**src/rtl/arm_seq_ctrl_pkg.sv**
```systemverilog
// rtl/arm_seq_ctrl_pkg.sv - state, class and mux-select encodings for the ARM control sequencer
package arm_seq_ctrl_pkg;

    typedef enum logic [2:0] {
        ST_FETCH  = 3'd0,
        ST_DECODE = 3'd1,
        ST_EXEC   = 3'd2,
        ST_MEM    = 3'd3,
        ST_WB     = 3'd4,
        ST_FAULT  = 3'd7
    } state_t;

    typedef enum logic [1:0] {
        CLS_DP    = 2'd0,
        CLS_LS    = 2'd1,
        CLS_BR    = 2'd2,
        CLS_UNDEF = 2'd3
    } inst_class_t;

    localparam logic [1:0] WB_SEL_ALU    = 2'd0;
    localparam logic [1:0] WB_SEL_LOAD   = 2'd1;
    localparam logic [1:0] WB_SEL_LINK   = 2'd2;

    localparam logic [1:0] PC_SEL_SEQ    = 2'd0;
    localparam logic [1:0] PC_SEL_BRANCH = 2'd1;
    localparam logic [1:0] PC_SEL_ALU    = 2'd2;

    // Takes ir[27:25]; 100 (block transfer) and 11x (coprocessor/SWI) fall to UNDEF.
    function automatic inst_class_t decode_class(input logic [2:0] op);
        inst_class_t cls;
        if (op[2:1] == 2'b00)
            cls = CLS_DP;
        else if (op[2:1] == 2'b01)
            cls = CLS_LS;
        else if (op == 3'b101)
            cls = CLS_BR;
        else
            cls = CLS_UNDEF;
        return cls;
    endfunction

endpackage

```
**src/rtl/arm_mem_wait_timer.sv**
```systemverilog
// rtl/arm_mem_wait_timer.sv - per-access memory wait counter with timeout compare
module arm_mem_wait_timer #(
    parameter int WAIT_MAX = 255
) (
    input  logic clk,
    input  logic rst_n,
    input  logic clear,
    input  logic active,
    input  logic ack,
    output logic timeout
);

    localparam int W = (WAIT_MAX < 1) ? 1 : $clog2(WAIT_MAX + 1);
    localparam logic [W-1:0] LIMIT = W'(WAIT_MAX);

    logic [W-1:0] count;

    always_ff @(posedge clk or negedge rst_n) begin
        if (!rst_n)
            count <= '0;
        else if (clear || (active && ack))
            count <= '0;
        else if (active && count != LIMIT)
            count <= count + 1'b1;
    end

    // An ack in the limit cycle beats the timeout.
    assign timeout = active && !ack && (count == LIMIT);

endmodule

```
**src/rtl/arm_seq_ctrl.sv**
```systemverilog
// rtl/arm_seq_ctrl.sv - multi-cycle FETCH/DECODE/EXEC/MEM/WB control sequencer
module arm_seq_ctrl
    import arm_seq_ctrl_pkg::*;
#(
    parameter int WAIT_MAX = 255,
    parameter int CNT_W    = 32
) (
    input  logic             clk,
    input  logic             rst_n,
    input  logic             stall,
    output logic             mem_req,
    output logic             mem_we,
    output logic             addr_sel,
    input  logic             mem_ack,
    input  logic [31:0]      mem_rdata,
    output logic [31:0]      ir,
    input  logic             cond_pass,
    output logic             rd_we,
    output logic [1:0]       wb_sel,
    output logic             link_sel,
    output logic             pc_we,
    output logic [1:0]       pc_sel,
    output logic             cpsr_we,
    output logic             fault,
    output logic [2:0]       state_o,
    output logic [CNT_W-1:0] inst_count
);

    state_t            state, next_state;
    inst_class_t       cls;
    logic [31:0]       ir_q;
    logic              cond_ok;
    logic              fault_q;
    logic [CNT_W-1:0]  count_q;
    logic              req_cycle;
    logic              timer_clear;
    logic              timeout;

    assign cls       = decode_class(ir_q[27:25]);
    assign req_cycle = (state == ST_FETCH && !stall) || (state == ST_MEM);
    assign timer_clear = (next_state == ST_FETCH && state != ST_FETCH) ||
                         (next_state == ST_MEM   && state != ST_MEM);

    arm_mem_wait_timer #(.WAIT_MAX(WAIT_MAX)) u_wait_timer (
        .clk     (clk),
        .rst_n   (rst_n),
        .clear   (timer_clear),
        .active  (req_cycle),
        .ack     (mem_ack),
        .timeout (timeout)
    );

    always_ff @(posedge clk or negedge rst_n) begin
        if (!rst_n) begin
            state   <= ST_FETCH;
            ir_q    <= '0;
            cond_ok <= 1'b0;
            fault_q <= 1'b0;
            count_q <= '0;
        end else begin
            state <= next_state;
            if (state == ST_FETCH && !stall && mem_ack)
                ir_q <= mem_rdata;
            if (state == ST_EXEC)
                cond_ok <= cond_pass;
            if (next_state == ST_FAULT && state != ST_FAULT)
                fault_q <= 1'b1;
            if (state == ST_WB)
                count_q <= count_q + 1'b1;
        end
    end

    always_comb begin
        next_state = state;
        case (state)
            ST_FETCH: begin
                if (!stall) begin
                    if (mem_ack)
                        next_state = ST_DECODE;
                    else if (timeout)
                        next_state = ST_FAULT;
                end
            end
            ST_DECODE: next_state = ST_EXEC;
            ST_EXEC:   next_state = (cond_pass && cls == CLS_LS) ? ST_MEM : ST_WB;
            ST_MEM: begin
                if (mem_ack)
                    next_state = ST_WB;
                else if (timeout)
                    next_state = ST_FAULT;
            end
            ST_WB:     next_state = ST_FETCH;
            ST_FAULT:  next_state = ST_FAULT;
            default:   next_state = ST_FETCH;
        endcase
    end

    always_comb begin
        mem_req  = 1'b0;
        mem_we   = 1'b0;
        addr_sel = 1'b0;
        rd_we    = 1'b0;
        wb_sel   = WB_SEL_ALU;
        link_sel = 1'b0;
        pc_we    = 1'b0;
        pc_sel   = PC_SEL_SEQ;
        cpsr_we  = 1'b0;
        case (state)
            // rst_n gating drops the fetch request the instant reset asserts.
            ST_FETCH: mem_req = rst_n && !stall;
            ST_MEM: begin
                mem_req  = 1'b1;
                addr_sel = 1'b1;
                mem_we   = !ir_q[20];
            end
            ST_WB: begin
                pc_we = 1'b1;
                if (cond_ok) begin
                    case (cls)
                        CLS_DP: begin
                            cpsr_we = ir_q[20];
                            if (ir_q[24:23] == 2'b10)
                                rd_we = 1'b0;
                            else if (ir_q[15:12] == 4'hF)
                                pc_sel = PC_SEL_ALU;
                            else
                                rd_we = 1'b1;
                        end
                        CLS_LS: begin
                            if (ir_q[20]) begin
                                rd_we  = 1'b1;
                                wb_sel = WB_SEL_LOAD;
                            end
                        end
                        CLS_BR: begin
                            pc_sel = PC_SEL_BRANCH;
                            if (ir_q[24]) begin
                                rd_we    = 1'b1;
                                wb_sel   = WB_SEL_LINK;
                                link_sel = 1'b1;
                            end
                        end
                        default: ;
                    endcase
                end
            end
            default: ;
        endcase
    end

    assign ir         = ir_q;
    assign fault      = fault_q;
    assign state_o    = state;
    assign inst_count = count_q;

endmodule

```
**config.mk**
```make
export PLATFORM = sky130hd
export DESIGN_NAME = arm_seq_ctrl
export DESIGN_NICKNAME = d
export VERILOG_FILES = /design/src/rtl/arm_seq_ctrl_pkg.sv /design/src/rtl/arm_mem_wait_timer.sv /design/src/rtl/arm_seq_ctrl.sv
export SDC_FILE = /design/constraint.sdc
export NUM_CORES = 1
export LEC_CHECK = 0
export ABC_AREA = 1
export CAP_MARGIN = 20
export CORE_MARGIN = 2
export CORE_UTILIZATION = 30
export DETAILED_ROUTE_END_ITERATION = 7
export DONT_BUFFER_PORTS = 1
export HOLD_SLACK_MARGIN = 0.06
export PLACE_DENSITY = 0.41
export SLEW_MARGIN = 10
export SYNTH_ARGS = -nofsm -noshare
export SYNTH_HDL_FRONTEND = slang
export SYNTH_SLANG_ARGS = --single-unit
export TNS_END_PERCENT = 100
```
**constraint.sdc**
```tcl
create_clock -name clk -period 1.6 [get_ports clk]
set_clock_uncertainty 0.2 [all_clocks]
set_input_delay 0.32 -clock clk [delete_from_list [all_inputs] [get_ports clk]]
set_output_delay 0.32 -clock clk [all_outputs]
set_load 0.01 [all_outputs]
```
Yosys cells after proc, flatten, opt, wreduce, memory -nomap -nowiden
Index checks and enable logic that the tools add are counted.
{"block": "totals", "wordCells": 86, "ff_bits": 77, "inputBits": 37, "out_inout_bits": 79}
{"block": "op_classes", "n_reduce_logical": 23, "add_sub_neg": 2, "eq_ne": 17, "mux": 38}
{"operator": "adder 32 x 1 -> 32 bit, second input constant", "count": 1}
{"operator": "two-way mux 2 bit", "count": 9}
{"operator": "two-way mux 1 bit", "count": 17}
{"operator": "two-way mux 8 bit", "count": 2}
{"operator": "two-way mux 3 bit", "count": 5}
{"operator": "one-hot mux 3 bit (5 select lines)", "count": 1}
{"operator": "equality test 3 bit, second input constant", "count": 4}
{"operator": "logical AND 1 bit", "count": 11}
{"operator": "equality test 3 x 2 -> 1 bit, second input constant", "count": 3}
{"operator": "adder 8 x 1 -> 8 bit, second input constant", "count": 1}
{"operator": "equality test 8 bit, second input constant", "count": 1}
{"operator": "inequality test 8 bit, second input constant", "count": 1}
{"operator": "one-hot mux 2 bit (2 select lines)", "count": 2}
{"operator": "zero test 3 bit", "count": 2}
{"operator": "equality test 2 x 1 -> 1 bit, second input constant", "count": 2}
{"operator": "equality test 2 bit, second input constant", "count": 2}
{"operator": "equality test 4 bit, second input constant", "count": 1}
{"operator": "zero test 2 bit", "count": 2}
{"operator": "equality test 3 x 1 -> 1 bit, second input constant", "count": 1}
{"operator": "zero test 1 bit", "count": 3}
{"operator": "logical OR 1 bit", "count": 3}
{"operator": "inequality test 3 x 2 -> 1 bit, second input constant", "count": 1}
{"operator": "inequality test 3 bit, second input constant", "count": 1}
{"operator": "one-hot mux 1 bit (3 select lines)", "count": 1}
{"operator": "3 further kinds", "count": 3}

Depth between registers and ports, before layout
{"block": "logic_depth", "depth_word": 14, "depth_mapped": 10}

Cells and area by module
Synthesis repeated with hierarchy kept, for this count alone.
{"block": "hier_totals", "cells_unflattened": 572, "hier_area_um2": 4215.3}
{"module": "arm_seq_ctrl", "n_inst": 1, "seq_area_each_um2": 1726.7, "area_each_um2": 3672.3, "cells_per_inst": 494}
{"module": "arm_mem_wait_timer", "n_inst": 1, "seq_area_each_um2": 200.2, "area_each_um2": 543.0, "cells_per_inst": 78}

Least setup slack after synthesis
No wires, ideal clock.
{"block": "synth_timing", "path_type": "register -> output", "from": "register state[1], in the netlist state_o[1]", "to": "output port pc_sel[1]", "path_buffers": 0, "t_required_ns": 1.080, "arrival_ns": 1.305, "path_stages_with_launch": 6, "path_slack_ns": -0.225, "path_cell_list": "dfrtp_1 > nor2_4 > nand2_2 > inv_1 > nand2_1 > nor4_1"}
{"block": "synth_between", "elab_chain_cells": 2}
{"item": "start: declaration", "line_no": "arm_seq_ctrl.sv:29", "rtl": "state_t state, next_state;"}
{"item": "start signal: assignment", "line_no": "arm_seq_ctrl.sv:61", "rtl": "state <= next_state;"}
{"item": "equality test 3 bit", "line_no": "arm_seq_ctrl.sv:108", "rtl": "case (state)"}
{"item": "two-way mux 2 bit", "line_no": "arm_seq_ctrl.sv:108"}
{"item": "end: declaration", "line_no": "arm_seq_ctrl.sv:22", "rtl": "output logic [1:0] pc_sel,"}
Every way passes these cells.

Worst setup path in the final report
{"block": "layout_timing", "from": "register state[1], in the netlist state_o[1]", "to": "output port wb_sel[1]"}
{"block": "layout_between", "elab_chain_cells": 2}
{"item": "equality test 3 bit", "line_no": "arm_seq_ctrl.sv:108"}
{"item": "two-way mux 2 bit", "line_no": "arm_seq_ctrl.sv:108"}
{"item": "end: declaration", "line_no": "arm_seq_ctrl.sv:19", "rtl": "output logic [1:0] wb_sel,"}
Every way passes these cells.

==> out/metrics.yaml <==
clock_tree:
  holdBufCountCts: 34
  root_buffer: "clkbuf_16"
  clkLatencyLatePin_ps: 350
  numCtsBuffers: 9
  cts_tree: "done"
  cts_max_path_buffers: 2
  cts.clk_slew.worst_paths_ps: 60
  clock-sinks: 77
  h-tree-depth: 3
yosys:
  synth-adder-area-share_pct: 0.593
  ys_seq_elements: 77
  synth_top_family_by_area: "simple AND/OR/NAND/NOR gates"
  synthFlopType: "dfrtp_1"
  synth-edff-count: 0
  yosys.area.top_type: "dfrtp_1"
  synth_mux_area_share_pct: 9.52
  avgSynthCellArea_um2: 8.26
  synth.most_common_cell: "nand2_1"
  ys_seq_area_share_pct: 45.7
  synth_area_mm2: 0.00422
  synth_cells: 511
  synth_compound_area_share_pct: 2.43
  ys_warn_count: 0
  synthDistinctLibCells: 36
  yosys.area.top_type_share_pct: 45.7
  synth-xor-area-share_pct: 3.53
  syn_nets: 550
  async_flop_share_pct: 100
  synth-simple-area-share_pct: 31.5
  ys_top_cells_by_area: "dfrtp_1 46%, nand2_1 16%, mux2_4 7.1%"
  synth_common_cells: "180 x nand2_1, 77 x dfrtp_1, 73 x nor2_1, 49 x inv_1, 23 x nand3_1"
place:
  pre_cts_ws_ps: -93.7
  gp_congestion: 0.795
  post-place-cells: 792
  dp_hpwl_um: 8350
  portBuffers: 0
sta:
  setup_viol: 60
  slew_violations: 0
  max_slew_margin_pct: 79.7
  setup_slack_ps: -323
  rsz0062_at_grt: "yes"
  hold_violations: 77
  max_freq_mhz: 520
  hold_ws_ps: -535
  period_share_pct: 120
  min_period_ps: 1920
  tightestPinTransition_ps: 302
worst_setup_path:
  worstPathMaxFanout: 7
  end_kind: "primary output"
  crit_type: "flip-flop to primary output"
  worstPathRequired_ps: 1080
  worstSetupStartpointType: "flip-flop"
  arrival_ps: 1400
power_and_ir_drop:
  swShare_pct: 35.3
  leakagePower_nw: 3.05
  internal_power_mw: 5.28
  peakVddDrop_mv: 0.837
  p_seq_share_pct: 38.1
  power_mw: 8.16
  comb_power_share_pct: 38.7
  clkPwrFrac_pct: 23.2
  p_per_area_mw_per_mm2: 1230
  power.switching_mw: 2.88
detailed_routing:
  route.detailed.drc: 0
  wl_um: 12000
  drtIter0Drc: 185
  viasPerCell: 4.53
  wl_per_cell_um: 13.9
  num_vias: 3904
  dr.pass1.iters: 5
  drtAntennaViolNets: 0
finish:
  multi_input_area_mm2: 0.00249
  antenna_cells: 0
  post_layout_nonfiller_instances: 861
  drive_above_1_share_pct: 43.3
  n_fill_cell: 1310
  final_nets: 716
  area.sequential_mm2: 0.00194
  syn_to_final_growth_pct: 56.9
floorplan:
  die-width_um: 123
  die-area_mm2: 0.0150
  fp.dieH_um: 123
  ios: 116
  rows: 43
  initial_core_util_pct: 30.5
  design.core.area_mm2: 0.0138
global_route:
  grt_use_total_pct: 17.0
  antenna_found_initial: 0
  grt_pass1_vias: 4046
  grt_max_degree: 79
  grt_first_pass_wirelength_um: 19600
  gr-total-overflow: 0
min_path:
  hold_class: "input port to asynchronous set/reset pin"
status:
  violations: "negative hold slack, negative setup slack"
  run_status: "finished, violations left"
flow_run:
  maxCapViolations: 0
[critical path, stage by stage (launching register included)]
cell     delay (ps)
dfrtp_2         430
nor2_4          140
nand2_4          80
inv_6            80
nand2_8          80
nor3_4          250
[final timing paths]
check / start / end / slack (ps) / cells past startpoint
max in group asynchronous: rst_n / ir[20]$_DFFE_PN0P_ / 1610 / 0
min reg2reg: inst_count[20]$_DFFE_PN0P_ / inst_count[20]$_DFFE_PN0P_ / 350 / 2
max reg2reg: state_o[1]$_DFF_PN0_ / ir[7]$_DFFE_PN0P_ / -300 / 8
min in group clk: mem_ack / state_o[0]$_DFF_PN0_ / 80 / 3
min: rst_n / inst_count[12]$_DFFE_PN0P_ / -530 / 0
max: state_o[1]$_DFF_PN0_ / wb_sel[1] / -320 / 5
[layout make-up]
cell class / instances / area share (%)
tap: 180 / 3.40
timing repair buffer: 162 / 22.5
multi-input combinational: 375 / 37.6
clock buffer: 10 / 3.61
inverter: 52 / 3.19
clock inverter: 5 / 0.416
sequential: 77 / 29.3
[power groups by stage]
stage | Clock, mW | Combinational, mW | Sequential, mW
after floorplan | 0 | 1.40 | 3.10
after global placement | 0 | 2.43 | 3.06
after detailed placement | 0 | 2.46 | 3.06
after CTS | 1.97 | 3.01 | 3.07
after global routing | 2.05 | 3.43 | 3.18
final | 1.89 | 3.16 | 3.11
[kinds of logic (layout without fill, tap and decap cells)]
| family | Yosys count | after routing |
|---|---|---|
| buffers and inverters | 59 | 229 |
| AO/OA/AOI/OAI | 16 | 16 |
| adder cells (fa/ha/maj) | 2 | 2 |
| AND/OR/NAND/NOR | 311 | 311 |
| XOR/XNOR | 17 | 17 |
| multiplexers | 29 | 29 |
| flip-flops | 77 | 77 |
[layer usage]
layer  wire length, um  track usage [%]  up-vias  share of wire [%]
li1                  -                -     1936                  -
met1              5000             20.3     1848                 42
met2              5970             28.5      103                 50
met3               722             4.60       17                6.0
met4               259             7.47        0                2.2
met5                 0                0        -                  0
[repair_timing]
| item | 4_1_cts | 5_1_grt |
|---|---|---|
| gates resized for setup | 74 | 87 |
| hold endpoints to repair | 113 | 77 |
| pin swaps | 26 | 39 |
| gates cloned | 1 | 1 |
| endpoints found under the setup margin | 64 | 89 |
| setup buffers | 11 | 10 |
[through the flow]
step                instance area [um2]  utilization (%)  hold slack (ps)  TNS, ps
finish                             6620             47.9             -535   -12000
global route                       6620             47.9             -552   -17230
CTS                                6230             45.1             -547   -12290
detailed placement                 5260             38.1             -173    -2920
global placement                   5260             38.1             -174    -2190
floorplan                          4290                -             -176    -1790
[cell usage in the layout, fill, tap and decap left out, drive strengths merged, types with 2 or more instances in the layout]
cell type,instances
clkinv,5
nand4,5
inv,51
nor2,81
clkbuf,11
mux2,29
ha,2
a21oi,4
buf,127
a31oi,2
xnor2,4
nand3b,2
nor4,2
dfrtp,77
nand2,187
xor2,13
nand3,24
nor3,9
dlygate4sd3,34
o21ai,7
[registers in the layout (all words and copies together) (netlist names)]
signal,cells
state_o,3
fault,1
cond_ok,1
inst_count,32
ir,32
u_wait_timer.count,8
(Power assumes the default switching activity.)
